`src/rtl/parking_pkg.sv`:
```
// Shared types and helpers for the two-zone parking controller.
// Hour width, day length, zone encoding and unsigned min/max.
package parking_pkg;

  localparam int HOUR_W        = 5;
  localparam int HOURS_PER_DAY = 24;

  typedef enum logic {
    ZONE_GEN = 1'b0,
    ZONE_UNI = 1'b1
  } zone_e;

  function automatic int unsigned umin(
    input int unsigned a,
    input int unsigned b
  );
    return (a < b) ? a : b;
  endfunction

  function automatic int unsigned umax(
    input int unsigned a,
    input int unsigned b
  );
    return (a > b) ? a : b;
  endfunction

endpackage

```
`src/rtl/parking_ctrl_v2_hour_tick_gen.sv`:
```
// Simulated clock: emits a one-cycle tick every CYCLES_PER_HOUR clocks
// and keeps the hour of day, wrapping 23 -> 0.
module hour_tick_gen
  import parking_pkg::*;
#(
  parameter int CYCLES_PER_HOUR = 5,
  parameter int START_HOUR      = 8
) (
  input  logic              clk,
  input  logic              rst_n,
  output logic              tick,
  output logic [HOUR_W-1:0] hour_of_day
);

  localparam int CW =
    (CYCLES_PER_HOUR > 1) ? $clog2(CYCLES_PER_HOUR) : 1;
  localparam logic [CW-1:0] LAST = CW'(CYCLES_PER_HOUR - 1);
  localparam logic [HOUR_W-1:0] H_LAST = HOUR_W'(HOURS_PER_DAY - 1);

  logic [CW-1:0]     cnt_q, cnt_d;
  logic [HOUR_W-1:0] hour_q, hour_d;

  assign tick        = (cnt_q == LAST);
  assign hour_of_day = hour_q;

  always_comb begin
    cnt_d  = tick ? '0 : cnt_q + CW'(1);
    hour_d = hour_q;
    if (tick) begin
      hour_d = (hour_q == H_LAST) ? '0 : hour_q + HOUR_W'(1);
    end
  end

  always_ff @(posedge clk or negedge rst_n) begin
    if (!rst_n) begin
      cnt_q  <= '0;
      hour_q <= HOUR_W'(START_HOUR);
    end else begin
      cnt_q  <= cnt_d;
      hour_q <= hour_d;
    end
  end

endmodule

```
`src/rtl/parking_ctrl_v2.sv`:
```
// Two-zone parking controller: uni/general car counts, vacancy and
// a time-of-day schedule that moves capacity between the zones.
module parking_ctrl_v2
  import parking_pkg::*;
#(
  parameter int CNT_W           = 11,
  parameter int TOTAL_CAP       = 700,
  parameter int UNI_CAP_INIT    = 500,
  parameter int UNI_CAP_MIN     = 200,
  parameter int SHIFT_STEP      = 50,
  parameter int CYCLES_PER_HOUR = 5,
  parameter int START_HOUR      = 8,
  parameter int SHIFT_FIRST     = 14,
  parameter int SHIFT_LAST      = 15,
  parameter int RECLAIM_HOUR    = 16,
  parameter int OPEN_HOUR       = 8
) (
  input  logic              clk,
  input  logic              rst_n,
  input  logic              car_entered,
  input  logic              is_uni_car_entered,
  input  logic              car_exited,
  input  logic              is_uni_car_exited,
  output logic [CNT_W-1:0]  uni_parked_car,
  output logic [CNT_W-1:0]  parked_car,
  output logic [CNT_W-1:0]  uni_capacity,
  output logic [CNT_W-1:0]  capacity,
  output logic [CNT_W-1:0]  uni_vacated_space,
  output logic [CNT_W-1:0]  vacated_space,
  output logic              uni_is_vacated_space,
  output logic              is_vacated_space,
  output logic [4:0]        hour_of_day,
  output logic              entry_ok,
  output logic              entry_rejected,
  output logic              exit_error
);

  localparam logic [CNT_W-1:0] TOT = CNT_W'(TOTAL_CAP);
  localparam logic [CNT_W-1:0] ONE = CNT_W'(1);
  localparam logic [HOUR_W-1:0] H_LAST = HOUR_W'(HOURS_PER_DAY - 1);

  logic              tick;
  logic [HOUR_W-1:0] hour_q, hour_n;

  logic [CNT_W-1:0] upark_q, upark_d;
  logic [CNT_W-1:0] gpark_q, gpark_d;
  logic [CNT_W-1:0] ucap_q, ucap_d;
  logic             eok_q, erej_q, xerr_q;

  zone_e            ent_zone, ext_zone;
  logic [CNT_W-1:0] ent_vac, ext_cnt, uvac_ev;
  logic             ent_acc, ext_acc, in_shift;
  int unsigned      tmp;

  hour_tick_gen #(
    .CYCLES_PER_HOUR (CYCLES_PER_HOUR),
    .START_HOUR      (START_HOUR)
  ) u_hour (
    .clk         (clk),
    .rst_n       (rst_n),
    .tick        (tick),
    .hour_of_day (hour_q)
  );

  assign hour_of_day = hour_q;
  assign hour_n = (hour_q == H_LAST) ? '0 : hour_q + HOUR_W'(1);
  assign in_shift = (32'(hour_n) >= 32'(SHIFT_FIRST))
                 && (32'(hour_n) <= 32'(SHIFT_LAST));

  assign uni_parked_car       = upark_q;
  assign parked_car           = gpark_q;
  assign uni_capacity         = ucap_q;
  assign capacity             = TOT - ucap_q;
  assign uni_vacated_space    = ucap_q - upark_q;
  assign vacated_space        = capacity - gpark_q;
  assign uni_is_vacated_space = (uni_vacated_space != '0);
  assign is_vacated_space     = (vacated_space != '0);
  assign entry_ok             = eok_q;
  assign entry_rejected       = erej_q;
  assign exit_error           = xerr_q;

  always_comb begin
    ent_zone = zone_e'(is_uni_car_entered);
    ext_zone = zone_e'(is_uni_car_exited);
    ent_vac  = (ent_zone == ZONE_UNI) ? uni_vacated_space
                                      : vacated_space;
    ext_cnt  = (ext_zone == ZONE_UNI) ? upark_q : gpark_q;
    ent_acc  = car_entered && (ent_vac != '0);
    ext_acc  = car_exited && (ext_cnt != '0);

    upark_d = upark_q;
    gpark_d = gpark_q;
    if (ent_acc) begin
      if (ent_zone == ZONE_UNI) upark_d = upark_d + ONE;
      else                      gpark_d = gpark_d + ONE;
    end
    if (ext_acc) begin
      if (ext_zone == ZONE_UNI) upark_d = upark_d - ONE;
      else                      gpark_d = gpark_d - ONE;
    end

    // Schedule acts on the post-event counts and the new hour.
    ucap_d  = ucap_q;
    uvac_ev = ucap_q - upark_d;
    tmp     = 0;
    if (tick) begin
      priority case (1'b1)
        (32'(hour_n) == 32'(RECLAIM_HOUR)): begin
          tmp    = umax(32'(upark_d), UNI_CAP_MIN);
          ucap_d = CNT_W'(umin(tmp, 32'(TOT - gpark_d)));
        end
        (32'(hour_n) == 32'(OPEN_HOUR)): begin
          tmp    = umin(UNI_CAP_INIT, 32'(TOT - gpark_d));
          ucap_d = CNT_W'(umax(tmp, 32'(upark_d)));
        end
        in_shift: begin
          tmp    = umin(32'(uvac_ev), SHIFT_STEP);
          ucap_d = ucap_q - CNT_W'(tmp);
        end
        default: ;
      endcase
    end
  end

  always_ff @(posedge clk or negedge rst_n) begin
    if (!rst_n) begin
      upark_q <= '0;
      gpark_q <= '0;
      ucap_q  <= CNT_W'(UNI_CAP_INIT);
      eok_q   <= 1'b0;
      erej_q  <= 1'b0;
      xerr_q  <= 1'b0;
    end else begin
      upark_q <= upark_d;
      gpark_q <= gpark_d;
      ucap_q  <= ucap_d;
      eok_q   <= ent_acc;
      erej_q  <= car_entered && !ent_acc;
      xerr_q  <= car_exited && !ext_acc;
    end
  end

endmodule

```
`config.mk`:
```
export PLATFORM = sky130hd
export DESIGN_NAME = parking_ctrl_v2
export DESIGN_NICKNAME = d
export VERILOG_FILES = /design/src/rtl/parking_pkg.sv /design/src/rtl/parking_ctrl_v2_hour_tick_gen.sv /design/src/rtl/parking_ctrl_v2.sv
export SDC_FILE = /design/constraint.sdc
export NUM_CORES = 1
export LEC_CHECK = 0
export BUFFER_PORTS_ARGS = -buffer_cell sky130_fd_sc_hd__buf_2
export CAP_MARGIN = 0
export CORE_MARGIN = 2
export CORE_UTILIZATION = 55
export CTS_CLUSTER_SIZE = 30
export DETAILED_ROUTE_END_ITERATION = 10
export GPL_TIMING_DRIVEN = 0
export PLACE_DENSITY = 0.91
export RECOVER_POWER = 100
export SETUP_SLACK_MARGIN = 0.3
export SLEW_MARGIN = 20
export SYNTH_ARGS = -nofsm -noshare
export SYNTH_HDL_FRONTEND = slang
export SYNTH_SLANG_ARGS = --single-unit
```
`constraint.sdc`:
```
create_clock -name clk -period 7.8 [get_ports clk]
set_input_delay 1.95 -clock clk [delete_from_list [all_inputs] [get_ports clk]]
set_output_delay 1.95 -clock clk [all_outputs]
set_load 0.03 [all_outputs]
```
==> Word-level counts from Yosys, hierarchy flattened <==
Cells that the tools add are included.
{ "totals": {"register_bits": 44, "input_bits": 6, "output_inout_bits": 76, "elab_cells": 64} }
{ "op_classes": {"n_addsub": 12, "order_cmp": 7, "eq_ne": 4, "n_mux": 20, "reduce_logical": 13} }
{ "ops": {"columns": ["operator", "n"], "rows": [
  ["two-way mux 11 bit", 17],
  ["nonzero test 11 bit", 4],
  ["subtractor 11 bit", 4],
  ["> comparator 32 x 11 -> 1 bit", 1],
  ["< comparator 11 x 32 -> 1 bit", 1],
  ["< comparator 9 x 32 -> 1 bit, first input constant", 1],
  ["two-way mux 32 bit", 1],
  ["adder 11 x 1 -> 11 bit, second input constant", 2],
  ["subtractor 11 x 1 -> 11 bit, second input constant", 2],
  ["subtractor 10 x 11 -> 12 bit, first input constant", 1],
  ["> comparator 11 x 8 -> 1 bit, second input constant", 1],
  ["< comparator 11 x 6 -> 1 bit, second input constant", 1],
  ["subtractor 10 x 11 -> 11 bit, first input constant", 1],
  ["== test 5 bit, second input constant", 2],
  ["adder 5 x 1 -> 5 bit, second input constant", 1],
  ["== test 5 x 4 -> 1 bit, second input constant", 1],
  ["greater-or-equal comparator 5 x 4 -> 1 bit, second input constant", 1],
  ["less-or-equal comparator 5 x 4 -> 1 bit, second input constant", 1],
  ["logical AND 1 bit", 5],
  ["two-way mux 5 bit", 1],
  ["adder 3 x 1 -> 3 bit, second input constant", 1],
  ["== test 3 bit, second input constant", 1],
  ["two-way mux 3 bit", 1],
  ["nonzero test 3 bit", 1],
  ["2 further kinds", 3]
]} }

==> Depth between registers and ports, before layout <==
Gate-level depths: netlist of the first run.
{ "logic_depth": {"word_depth": 16, "mapped_depth": 44, "mapped_depth_nobuf": 43} }

==> Cells and area by module <==
From an unflattened synthesis of the first run, not the netlist that was laid out.
{ "hier_totals": {"hier_cells": 880, "area_unflattened_um2": 6807.8} }
{ "modules_own_cells": {"columns": ["module", "n_inst", "cells_each", "area_each_um2"], "rows": [
  ["parking_ctrl_v2", 1, 846, 6433.7],
  ["hour_tick_gen", 1, 34, 374.1]
]} }

==> Least setup slack after synthesis of the first run <==
Ideal clock, no wire load.
{ "synth_path": {"path_kind": "reg2reg", "start": "register ucap_q[1] (netlist: uni_capacity[1])", "end": "register ucap_q[2] (netlist: uni_capacity[2])", "setup_time_ns": 0.083, "arrival_time_ns": 9.258, "path_slack_ns": -1.542, "path_stages_with_launch": 41, "path_buffers": 2, "period_less_slack_ns": 9.342, "path_cell_list": "dfrtp_1 > inv_1 > ha_1 > xor2_1 > ha_1 > nor2_1 > a211oi_1 > o41ai_1 > xnor2_1 > and4b_1 > buf_2 > a31oi_1 > xnor2_1 > ha_1 > nand2_1 > nor2_1 > a21oi_1 > and3_1 > (+5 left out) > a21o_1 > nor3_1 > and3_1 > ha_1 > nor2b_1 > o21a_1 > o21a_1 > o21a_1 > o21a_1 > o21a_1 > o21a_1 > o21a_1 > o21a_1 > o21ai_0 > a21oi_1 > nor3_1 > a211oi_1 > a221o_1"} }
{ "synth_via": {"elab_chain_len": 16, "elab_cells_between_ends": 30, "classes_between": "add/sub: 8; order compare: 5; mux: 15; reduce/logical: 2"} }
{ "synth_lines": {"columns": ["item", "line", "source"], "rows": [
  ["start, declared", "parking_ctrl_v2.sv:47", "logic [CNT_W-1:0] ucap_q, ucap_d;"],
  ["start signal, assigned", "parking_ctrl_v2.sv:129", "ucap_q <= CNT_W'(UNI_CAP_INIT);"],
  ["start signal, assigned", "parking_ctrl_v2.sv:136", "ucap_q <= ucap_d;"],
  ["subtractor 10 x 11 -> 11 bit *", "parking_ctrl_v2.sv:73", "assign capacity = TOT - ucap_q;"],
  ["net capacity[2]", "parking_ctrl_v2.sv:27", "output logic [CNT_W-1:0] capacity,"],
  ["subtractor 11 bit *", "parking_ctrl_v2.sv:75", "assign vacated_space = capacity - gpark_q;"],
  ["net vacated_space[8]", "parking_ctrl_v2.sv:29", "output logic [CNT_W-1:0] vacated_space,"],
  ["two-way mux 11 bit *", "parking_ctrl_v2.sv:85", "ent_vac = (ent_zone == ZONE_UNI) ? uni_vacated_space"],
  ["nonzero test 11 bit *", "parking_ctrl_v2.sv:88", "ent_acc = car_entered && (ent_vac != '0);"],
  ["logical AND 1 bit *", "parking_ctrl_v2.sv:88", null],
  ["two-way mux 11 bit *", "parking_ctrl_v2.sv:93", "if (ent_acc) begin"],
  ["(+3 left out)", null, null],
  ["net gpark_d[8]", "parking_ctrl_v2.sv:46", "logic [CNT_W-1:0] gpark_q, gpark_d;"],
  ["subtractor 10 x 11 -> 12 bit *", "parking_ctrl_v2.sv:110, parking_ctrl_v2.sv:113", null],
  ["< comparator 9 x 32 -> 1 bit", "parking_pkg.sv:17", "return (a < b) ? a : b;"],
  ["two-way mux 32 bit", "parking_pkg.sv:17", null],
  ["> comparator 32 x 11 -> 1 bit", "parking_pkg.sv:24", "return (a > b) ? a : b;"],
  ["two-way mux 11 bit", "parking_pkg.sv:24", null],
  ["two-way mux 11 bit", "parking_ctrl_v2.sv:107", "priority case (1'b1)"],
  ["two-way mux 11 bit *", "parking_ctrl_v2.sv:107", null]
]} }
Mark *: on every way through the listed nets, which the timed path passes. The rest lies on a longest branch. The select of a mux whose other input is x is not followed.
A chain may end at the register's enable or synchronous reset.

==> results.sh, run 1 <==
export IMPL_status="finished, violations left"
export IMPL_failed_checks="max-capacitance violations, max-slew violations, negative setup slack"
export IMPL_yosysTopAreaCellShare_pct=13.0
export IMPL_max_slew_worst_pin_slew_ns=2.72
export IMPL_drive_gt1_share_pct=32.4
export IMPL_ys_flop_type="dfrtp_1"
export IMPL_grt_pass1_vias=7859
export IMPL_wl_per_cell_um=22.9
export IMPL_cts_root_buf="clkbuf_16"
export IMPL_finalClockSkew_ns=0.0116
export IMPL_place_gp_congestion=0.959
export IMPL_crit_arrival_ns=8.82
export IMPL_syn_inst=932
export IMPL_grtUsageTotal_pct=36.5
export IMPL_core_um2=12600
export IMPL_cts_sinks=44
export IMPL_start_util_pct=56.5
export IMPL_portBuffers=80
export IMPL_cpPeakStageDelay_ns=0.52
export IMPL_ys_ff_latch=44
export IMPL_setup_viol_count_final=11
export IMPL_async_flop_share_pct=100
export IMPL_cp_required_ns=7.94
export IMPL_synthTopCellsByCount="91 x nor2_1, 73 x ha_1, 68 x inv_1, 63 x nand2_1, 54 x xnor2_1"
export IMPL_setup_ws_ns=-0.877
export IMPL_fin_nets=1190
export IMPL_worstSkewPairLatency_ns=0.31
export IMPL_antenna_cells=0
export IMPL_grt_max_degree=45
export IMPL_endpoint_kind="register"
export IMPL_drv_slew=45
export IMPL_syn_cell_area_um2=7130
export IMPL_synthDistinctLibCells=87
export IMPL_seq_area_frac_synth_pct=15.6
export IMPL_synth_largest_area_cell="dfrtp_1"
export IMPL_antenna_found_initial=0
export IMPL_holdWs_ns=0.469
export IMPL_utilization_pct=77.8
export IMPL_cp_max_fo=5
export IMPL_setup_tns_ns=-8.39
export IMPL_period_needed_ns=8.68
export IMPL_crit_type="register to register"
export IMPL_final_area_um2=9820
export IMPL_overflow=0
export IMPL_synth_edff_count=0
export IMPL_via_per_inst=6.99
export IMPL_synthToLayoutAreaGrowth_pct=37.9
export IMPL_syn_avg_cell_area_um2=7.65
export IMPL_ys_warn_count=0
export IMPL_crit_top_cell="o21a_1"
export IMPL_cp_start_kind="register"
export IMPL_ioPinCount=82
export IMPL_htree_num_levels=2
export IMPL_fillers=814
export IMPL_grt_pass1_wl_um=41100
export IMPL_dp_hpwl_um=17400
export IMPL_clockBufferDepth=2
export IMPL_clock_fmax_ghz=0.115
export IMPL_die_area_um2=13900
export IMPL_rows=41
export IMPL_detail_route_antenna_nets=0
export IMPL_die_w_um=118
export IMPL_die_h_um=118
export IMPL_cts_tree="yes"
export IMPL_cts_buffers=5
export IMPL_min_delay_start="u_hour.cnt_q[0]"
export IMPL_drv_cap=1
export IMPL_firstDrtPassIters=8
export IMPL_period_share_pct=111
export IMPL_num_vias=8944
export IMPL_hold_violations=0
export IMPL_hold_class="register to register"
export IMPL_placed_area_um2=8330
export IMPL_routed_wl_um=29300
export IMPL_synth_area_leaders="dfrtp_1 13%, ha_1 13%, xnor2_1 6.6%, nor2_1 4.8%, inv_1 3.6%"
export IMPL_drc=0
export IMPL_clk_pin_slew_ns=0.07
export IMPL_cpMaxStageDelayCell="a2111o_1"
export IMPL_slew_headroom_pct=-81.5
export IMPL_rsz0062_at_grt="true"
export IMPL_drt_initial_drc_count=1344
export IMPL_yosysMostFrequentCell="nor2_1"
-- metrics by stage --
| stage | cells | setup WS (ns) |
|---|---|---|
| after floorplan | 936 | -0.353 |
| after global placement | 1188 | -1.36 |
| after detailed placement | 1188 | -1.60 |
| after CTS | 1252 | -0.331 |
| after global routing | 1280 | -1.08 |
| final | 1280 | -0.877 |
-- layout by cell type, fill, tap and decap left out, types with 10 or more instances in the layout --
| cell | Yosys | final |
|---|---|---|
| nor2_1 | 91 | 77 |
| xnor2_1 | 54 | 41 |
| nor3_1 | 40 | 35 |
| dfrtp_1 | 37 | 31 |
| nor2b_1 | 14 | 10 |
| ha_4 | 0 | 17 |
| o21ai_0 | 43 | 29 |
| nand3_1 | 34 | 33 |
| o21ai_1 | 6 | 12 |
| clkbuf_1 | 20 | 34 |
| o21a_1 | 17 | 17 |
| or3_1 | 12 | 10 |
| and3_1 | 12 | 10 |
| mux2i_1 | 21 | 18 |
| nand2b_1 | 12 | 10 |
| ha_1 | 73 | 54 |
| a21oi_1 | 48 | 39 |
| buf_2 | 4 | 58 |
| nand2_1 | 63 | 55 |
| and2_1 | 15 | 13 |
| xnor2_2 | 2 | 10 |
| buf_4 | 2 | 79 |
| inv_1 | 68 | 61 |
| a21o_1 | 17 | 17 |
| nand4_1 | 14 | 14 |
| xor2_1 | 25 | 15 |
-- repair_timing --
item | CTS | global route
gates cloned | 1 | 0
gates resized for setup | 95 | 70
hold buffers | 0 | 0
setup buffers | 55 | 28
pin swaps | 51 | 57
endpoints found under the setup margin | 11 | 11
-- metal layers --
layer / wire length (um) / GRT usage [%] / vias to the layer above
li1: - / - / 3743
met1: 10600 / 47.0 / 4174
met2: 12900 / 59.2 / 773
met3: 3340 / 4.94 / 254
met4: 2490 / 19.7 / 0
met5: 0 / 0 / -
-- path summary, 6_finish.rpt --
check                      slack [ns]                     to  depth (start not counted)
min in group asynchronous        2.49  u_hour.hour_of_day[0]                          1
hold reg to reg                  0.47        u_hour.cnt_q[0]                          1
hold / removal                   0.47        u_hour.cnt_q[0]                          1
max in group asynchronous        3.40        uni_capacity[3]                          1
setup / recovery                -0.88               register                         44
setup reg to reg                -0.88               register                         44
-- cell families after synthesis --
kind of cell / synth area share (%)
AO/OA/AOI/OAI: 23.4
AND/OR/NAND/NOR: 26.5
flip-flops: 15.6
buffers and inverters: 5.29
XOR/XNOR: 10.8
adder cells (fa/ha/maj): 13.9
other: 0.105
multiplexers: 4.42
-- state kept, by name, indices dropped and copies added (netlist names), named ones only --
signal / cells
entry_ok: 1
uni_capacity: 10
parked_car: 11
u_hour.cnt_q: 3
entry_rejected: 1
exit_error: 1
uni_parked_car: 11
u_hour.hour_of_day: 5
-- critical path, delay by kind of cell (launching register included) --
kind	cells	cell delay (ns)
buffers and inverters	6	0.82
flip-flops	1	0.44
adder cells (fa/ha/maj)	4	0.93
AND/OR/NAND/NOR	12	1.84
AO/OA/AOI/OAI	20	4.07
XOR/XNOR	2	0.39
-- layout make-up --
type / count / area, um^2 / share of cell area (%)
clock inverter: 3 / 46.3 / 0.471
inverter: 71 / 279 / 2.84
buffer: 26 / 158 / 1.60
multi-input combinational: 796 / 6830 / 69.6
tap: 172 / 215 / 2.19
timing repair buffer: 163 / 1030 / 10.5
sequential: 44 / 1130 / 11.5
clock buffer: 5 / 125 / 1.27
Power of run 1 is left out: the tool's default activity adds up to more than one toggle a clock period on the data nets, which glitch-free logic cannot reach.
==> run 2, diff against run 1 <==
--- a/config.mk
+++ b/config.mk
@@ -9,12 +9,13 @@
 export CAP_MARGIN = 0
 export CORE_MARGIN = 2
 export CORE_UTILIZATION = 55
+export CTS_CLUSTER_DIAMETER = 30
 export CTS_CLUSTER_SIZE = 30
 export DETAILED_ROUTE_END_ITERATION = 10
 export GPL_TIMING_DRIVEN = 0
 export PLACE_DENSITY = 0.91
 export RECOVER_POWER = 100
-export SETUP_SLACK_MARGIN = 0.3
+export SETUP_SLACK_MARGIN = 0.1
 export SLEW_MARGIN = 20
 export SYNTH_ARGS = -nofsm -noshare
 export SYNTH_HDL_FRONTEND = slang
==> run 2 against run 1 <==
Net effect: the flow still finishes with violations (max-capacitance violations, max-slew violations, negative setup slack); core utilization is 1.8 points lower; sequential share of layout area is 0.27 points higher; maximum frequency is 3.5% higher; worst hold slack worse by 0.0061 ns; largest cell class unchanged; global-route usage is 0.33 points lower; count of clock-buffer cells in the layout stayed put; non-clock buffer count is 19 lower; final cell count is 1.4% lower.
==> results.sh, run 2 (synthesized netlist as in run 1, its figures left out) <==
export IMPL_htree_num_levels=2
export IMPL_num_vias=8642
export IMPL_rows=41
export IMPL_fin_nets=1171
export IMPL_finalClockSkew_ns=0.0104
export IMPL_cts_sinks=44
export IMPL_drive_gt1_share_pct=30.6
export IMPL_rsz0062_at_grt="true"
export IMPL_synthToLayoutAreaGrowth_pct=34.6
export IMPL_routed_wl_um=27500
export IMPL_cp_max_fo=8
export IMPL_setup_viol_count_final=11
export IMPL_final_cell_mix="79 x nor2_1, 63 x buf_4, 62 x inv_1"
export IMPL_drv_slew=45
export IMPL_endpoint_kind="register"
export IMPL_dp_hpwl_um=17400
export IMPL_crit_family="compound AO/OA/AOI/OAI gates"
export IMPL_cts_tree="yes"
export IMPL_clock_fmax_ghz=0.119
export IMPL_clockBufferDepth=2
export IMPL_firstDrtPassIters=8
export IMPL_placed_cells=1188
export IMPL_crit_arrival_ns=8.56
export IMPL_seq_area_um2=1130
export IMPL_place_gp_congestion=0.959
export IMPL_drt_initial_drc_count=1302
export IMPL_via_per_inst=6.85
export IMPL_grt_max_degree=45
export IMPL_antenna_found_initial=0
export IMPL_setup_ws_ns=-0.585
export IMPL_ioPinCount=82
export IMPL_crit_type="register to register"
export IMPL_clk_pin_slew_ns=0.07
export IMPL_slew_headroom_pct=-77.8
export IMPL_status="finished, violations left"
export IMPL_grt_pass1_wl_um=40800
export IMPL_crit_top_cell="o21a_1"
export IMPL_core_um2=12600
export IMPL_critPathBufInv=5
export IMPL_overflow=0
export IMPL_die_w_um=118
export IMPL_hold_class="register to register"
export IMPL_cp_start_kind="register"
export IMPL_start_util_pct=56.5
export IMPL_cts_buffers=5
export IMPL_max_slew_worst_pin_slew_ns=2.67
export IMPL_period_share_pct=108
export IMPL_grtUsageTotal_pct=36.1
export IMPL_wl_per_cell_um=21.8
export IMPL_hold_violations=0
export IMPL_final_common_cell="nor2_1"
export IMPL_finalNonFillerCells=1262
export IMPL_die_h_um=118
export IMPL_cts_hold_buf=0
export IMPL_grt_pass1_vias=7914
export IMPL_portBuffers=80
export IMPL_multiInputGateArea_um2=6770
export IMPL_die_area_um2=13900
export IMPL_worstSkewPairLatency_ns=0.30
export IMPL_fillers=856
export IMPL_failed_checks="max-capacitance violations, max-slew violations, negative setup slack"
export IMPL_cpMaxStageDelayCell="a31oi_1"
export IMPL_cp_required_ns=7.97
export IMPL_cts_root_buf="clkbuf_16"
export IMPL_detail_route_antenna_nets=0
export IMPL_utilization_pct=76.0
export IMPL_cpPeakStageDelay_ns=0.75
export IMPL_setup_tns_ns=-5.45
export IMPL_drv_cap=1
export IMPL_drc=0
export IMPL_period_needed_ns=8.39
-- run 2: through the flow --
stage	instance area, um^2	hold slack, ns	worst slack (ns)
final	9590	0.463	-0.585
after global routing	9590	0.496	-0.868
after CTS	9330	0.463	-0.307
after detailed placement	8330	0.451	-1.60
after global placement	8330	0.448	-1.36
after floorplan	7720	0.427	-0.353
-- run 2: final timing paths --
| kind | start | to | slack (ns) | cells past startpoint |
|---|---|---|---|---|
| worst max-delay path | register | uni_capacity[3] | -0.59 | 39 |
| worst min-delay path | u_hour.cnt_q[0] | u_hour.cnt_q[0] | 0.46 | 1 |
| worst max register to register | register | uni_capacity[3] | -0.59 | 39 |
| worst min register to register | u_hour.cnt_q[0] | u_hour.cnt_q[0] | 0.46 | 1 |
| max in group asynchronous | rst_n | uni_capacity[1] | 3.45 | 1 |
| min in group asynchronous | rst_n | u_hour.hour_of_day[0] | 2.48 | 1 |
-- run 2: timing repair --
item	4_1_cts	5_1_grt
setup buffers	58	13
pin swaps	47	23
cloned	1	0
gates resized for setup	85	52
endpoints found under the setup margin	11	11
-- run 2: metal layers --
metal	wire [um]	part of all wire, %	track usage (%)	vias up
met3	2890	10	5.62	219
met4	2070	7.5	21.9	0
met5	0	0	0	-
li1	-	-	-	3726
met2	12200	44	57.0	725
met1	10400	38	46.5	3972
-- run 2: layout make-up --
class                           instances  share of cell area [%]
Antenna cell                            1                  0.0261
Buffer                                 22                    1.19
Clock buffer                            5                    1.30
Clock inverter                          3                   0.483
Inverter                               71                    2.87
Multi-Input combinational cell        796                    70.5
Sequential cell                        44                    11.8
Tap cell                              172                    2.24
Timing Repair Buffer                  148                    9.55
Power of run 2 is left out for the same reason.
==> run 3, diff against run 2 <==
--- a/config.mk
+++ b/config.mk
@@ -5,6 +5,7 @@
 export SDC_FILE = /design/constraint.sdc
 export NUM_CORES = 1
 export LEC_CHECK = 0
+export ABC_AREA = 1
 export BUFFER_PORTS_ARGS = -buffer_cell sky130_fd_sc_hd__buf_2
 export CAP_MARGIN = 0
 export CORE_MARGIN = 2
==> run 3 against run 2 <==
Net effect: the run ends with max-capacitance violations, max-slew violations left; first-iteration DRC count fell by 32%; die area fell by 1.3%; final cell count rose by 12%; sequential share of layout area rose by 1.6 points; critical path depth rose by 6; design area fell by 13%; setup slack improved by 0.82 ns; worst hold slack improved by 0.0020 ns; via count fell by 8.3%; clock skew fell by 0.0059 ns.
==> results.sh, run 3 <==
export IMPL_status="finished, violations left"
export IMPL_failed_checks="max-capacitance violations, max-slew violations"
export IMPL_hold_class="register to register"
export IMPL_drive_gt1_share_pct=23.2
export IMPL_slew_headroom_pct=-67.2
export IMPL_htree_num_levels=2
export IMPL_p_leak_nw=4.40
export IMPL_wl_met3_um=1820
export IMPL_fin_nets=1325
export IMPL_crit_start="is_uni_car_exited"
export IMPL_critPathBufInv=9
export IMPL_ys_flop_type="dfrtp_1"
export IMPL_worstSkewPairLatency_ns=0.30
export IMPL_cp_required_ns=7.97
export IMPL_crit_type="input pin to register"
export IMPL_holdWs_ns=0.465
export IMPL_synthDistinctLibCells=53
export IMPL_cts_hold_buf=0
export IMPL_cts_sinks=44
export IMPL_synth_largest_area_cell="nand2_1"
export IMPL_rows=41
export IMPL_ys_ff_latch=44
export IMPL_top_layer_used="met4"
export IMPL_clk_pin_slew_ns=0.07
export IMPL_cpMaxStageDelayCell="fa_2"
export IMPL_grtUsageTotal_pct=30.0
export IMPL_drv_slew=45
export IMPL_ioPinCount=82
export IMPL_overflow=0
export IMPL_cp_max_fo=6
export IMPL_detail_route_antenna_nets=0
export IMPL_endpoint_kind="register"
export IMPL_drc=0
export IMPL_synthSimpleGateAreaFrac_pct=41.6
export IMPL_cpPeakStageDelay_ns=0.40
export IMPL_crit_family="simple AND/OR/NAND/NOR gates"
export IMPL_finalClockSkew_ns=0.00445
export IMPL_hold_depth=1
export IMPL_power_density_nw_per_um2=452
export IMPL_period_share_pct=97.0
export IMPL_routed_wl_um=21500
export IMPL_clock_fmax_ghz=0.132
export IMPL_synthMuxAreaShare_pct=0
export IMPL_drt_initial_drc_count=885
export IMPL_grt_max_degree=45
export IMPL_cts_buffers=5
export IMPL_hold_violations=0
export IMPL_setup_ws_ns=0.235
export IMPL_die_w_um=117
export IMPL_firstDrtPassIters=8
export IMPL_cts_root_buf="clkbuf_16"
export IMPL_max_slew_worst_pin_slew_ns=2.51
export IMPL_start_util_pct=55.9
export IMPL_synth_compound_gate_area_share_pct=10.5
export IMPL_syn_inst=1119
export IMPL_cp_start_kind="input pin"
export IMPL_synth_fa_ha_area_share_pct=14.1
export IMPL_cts_tree="yes"
export IMPL_via_per_inst=5.60
export IMPL_final_common_cell="nand2_1"
export IMPL_cp_num_cells=45
export IMPL_seq_area_frac_synth_pct=15.8
export IMPL_antenna_cells=0
export IMPL_wl_per_cell_um=15.2
export IMPL_peakVddDrop_v=0.000190
export IMPL_async_flop_share_pct=100
export IMPL_die_h_um=117
export IMPL_min_delay_start="u_hour.cnt_q[0]"
export IMPL_synth_edff_count=0
export IMPL_core_um2=12600
export IMPL_reg2regPathDepth=54
export IMPL_pre_cts_ws_ns=-0.366
export IMPL_syn_avg_cell_area_um2=6.28
export IMPL_ys_warn_count=0
export IMPL_grt_pass1_wl_um=32500
export IMPL_yosysTopAreaCellShare_pct=15.2
export IMPL_rsz0062_at_grt="true"
export IMPL_synth_area_leaders="nand2_1 15%, dfrtp_1 13%, ha_1 13%, inv_1 9.9%, nand3_1 6.8%"
export IMPL_clockBufferDepth=2
export IMPL_period_needed_ns=7.57
export IMPL_place_gp_congestion=1.00
export IMPL_antenna_found_initial=0
export IMPL_setup_viol_count_final=0
export IMPL_drv_cap=1
export IMPL_dp_hpwl_um=15800
export IMPL_grt_pass1_vias=7074
export IMPL_route_layer_met1_wl_um=8580
export IMPL_crit_arrival_ns=7.74
export IMPL_yosys_area_share_xor_xnor_pct=5.39
export IMPL_synthToLayoutAreaGrowth_pct=18.3
export IMPL_yosysMostFrequentCell="nand2_1"
export IMPL_syn_cell_area_um2=7030
export IMPL_num_vias=7929
export IMPL_final_cell_mix="272 x nand2_1, 180 x inv_1, 99 x nor2_1"
export IMPL_synthTopCellsByCount="284 x nand2_1, 185 x inv_1, 107 x nor2_1, 95 x nand3_1, 73 x ha_1"
export IMPL_die_area_um2=13700
export IMPL_synth_top_family_by_area="simple AND/OR/NAND/NOR gates"
export IMPL_fillers=1037
export IMPL_wl_met2_um=10000
export IMPL_portBuffers=80
run 3: cell families (layout without fill, tap and decap cells):
kind of cell,count (synthesis),in the layout
other,2,6
buffers and inverters,218,338
adder cells (fa/ha/maj),77,77
flip-flops,44,44
AND/OR/NAND/NOR,619,619
AO/OA/AOI/OAI,119,119
XOR/XNOR,40,40
run 3: repair_timing:
action / 4_1_cts / 5_1_grt
setup endpoints to repair: 3 / 11
pin swaps: 1 / 33
gates cloned: 0 / 0
resized for setup: 10 / 66
setup buffers: 12 / 20
run 3: power by group:
group / internal [W] / switching [W]
Sequential: 0.000293 / 0.000129
Clock: 0.000151 / 0.0000997
Combinational: 0.00102 / 0.00207
run 3: final cells by class:
cell class | instances | area (um^2) | share of cell area [%]
multi-input cells | 861 | 5320 | 63.9
flip-flops and latches | 44 | 1110 | 13.4
clock inverters | 2 | 35.0 | 0.421
clock buffers | 6 | 129 | 1.55
repair buffers | 112 | 619 | 7.45
inverters | 206 | 791 | 9.51
well taps | 172 | 215 | 2.59
plain buffers | 12 | 100 | 1.20
run 3: per-stage QoR:
| stage | setup TNS (ns) | instances | utilization, % | power [W] | cell area, um^2 |
|---|---|---|---|---|---|
| floorplan | 0 | 1123 | - | 0.00256 | 7050 |
| CTS | 0 | 1395 | 63.1 | 0.00350 | 7930 |
| finish | 0 | 1415 | 66.2 | 0.00376 | 8320 |
| detailed placement | -0.424 | 1375 | 61.0 | 0.00320 | 7660 |
| global route | -0.238 | 1415 | 66.2 | 0.00409 | 8320 |
| global placement | -0.185 | 1375 | 61.0 | 0.00313 | 7660 |
run 3: per-layer routing:
| layer | GRT usage, % | vias up |
|---|---|---|
| li1 | - | 3815 |
| met1 | 37.5 | 3608 |
| met2 | 51.3 | 410 |
| met3 | 4.43 | 96 |
| met4 | 13.9 | 0 |
| met5 | 0 | - |
run 3: path summary, 6_finish.rpt:
kind,slack [ns],to
hold / removal,0.46,u_hour.cnt_q[0]
hold reg to reg,0.46,u_hour.cnt_q[0]
min in group asynchronous,2.42,u_hour.cnt_q[1]
setup / recovery,0.23,uni_capacity[10]
setup reg to reg,0.26,uni_capacity[10]
max in group asynchronous,3.77,asynchronous set/reset pin
No activity file was read; power rests on OpenSTA's default activity.
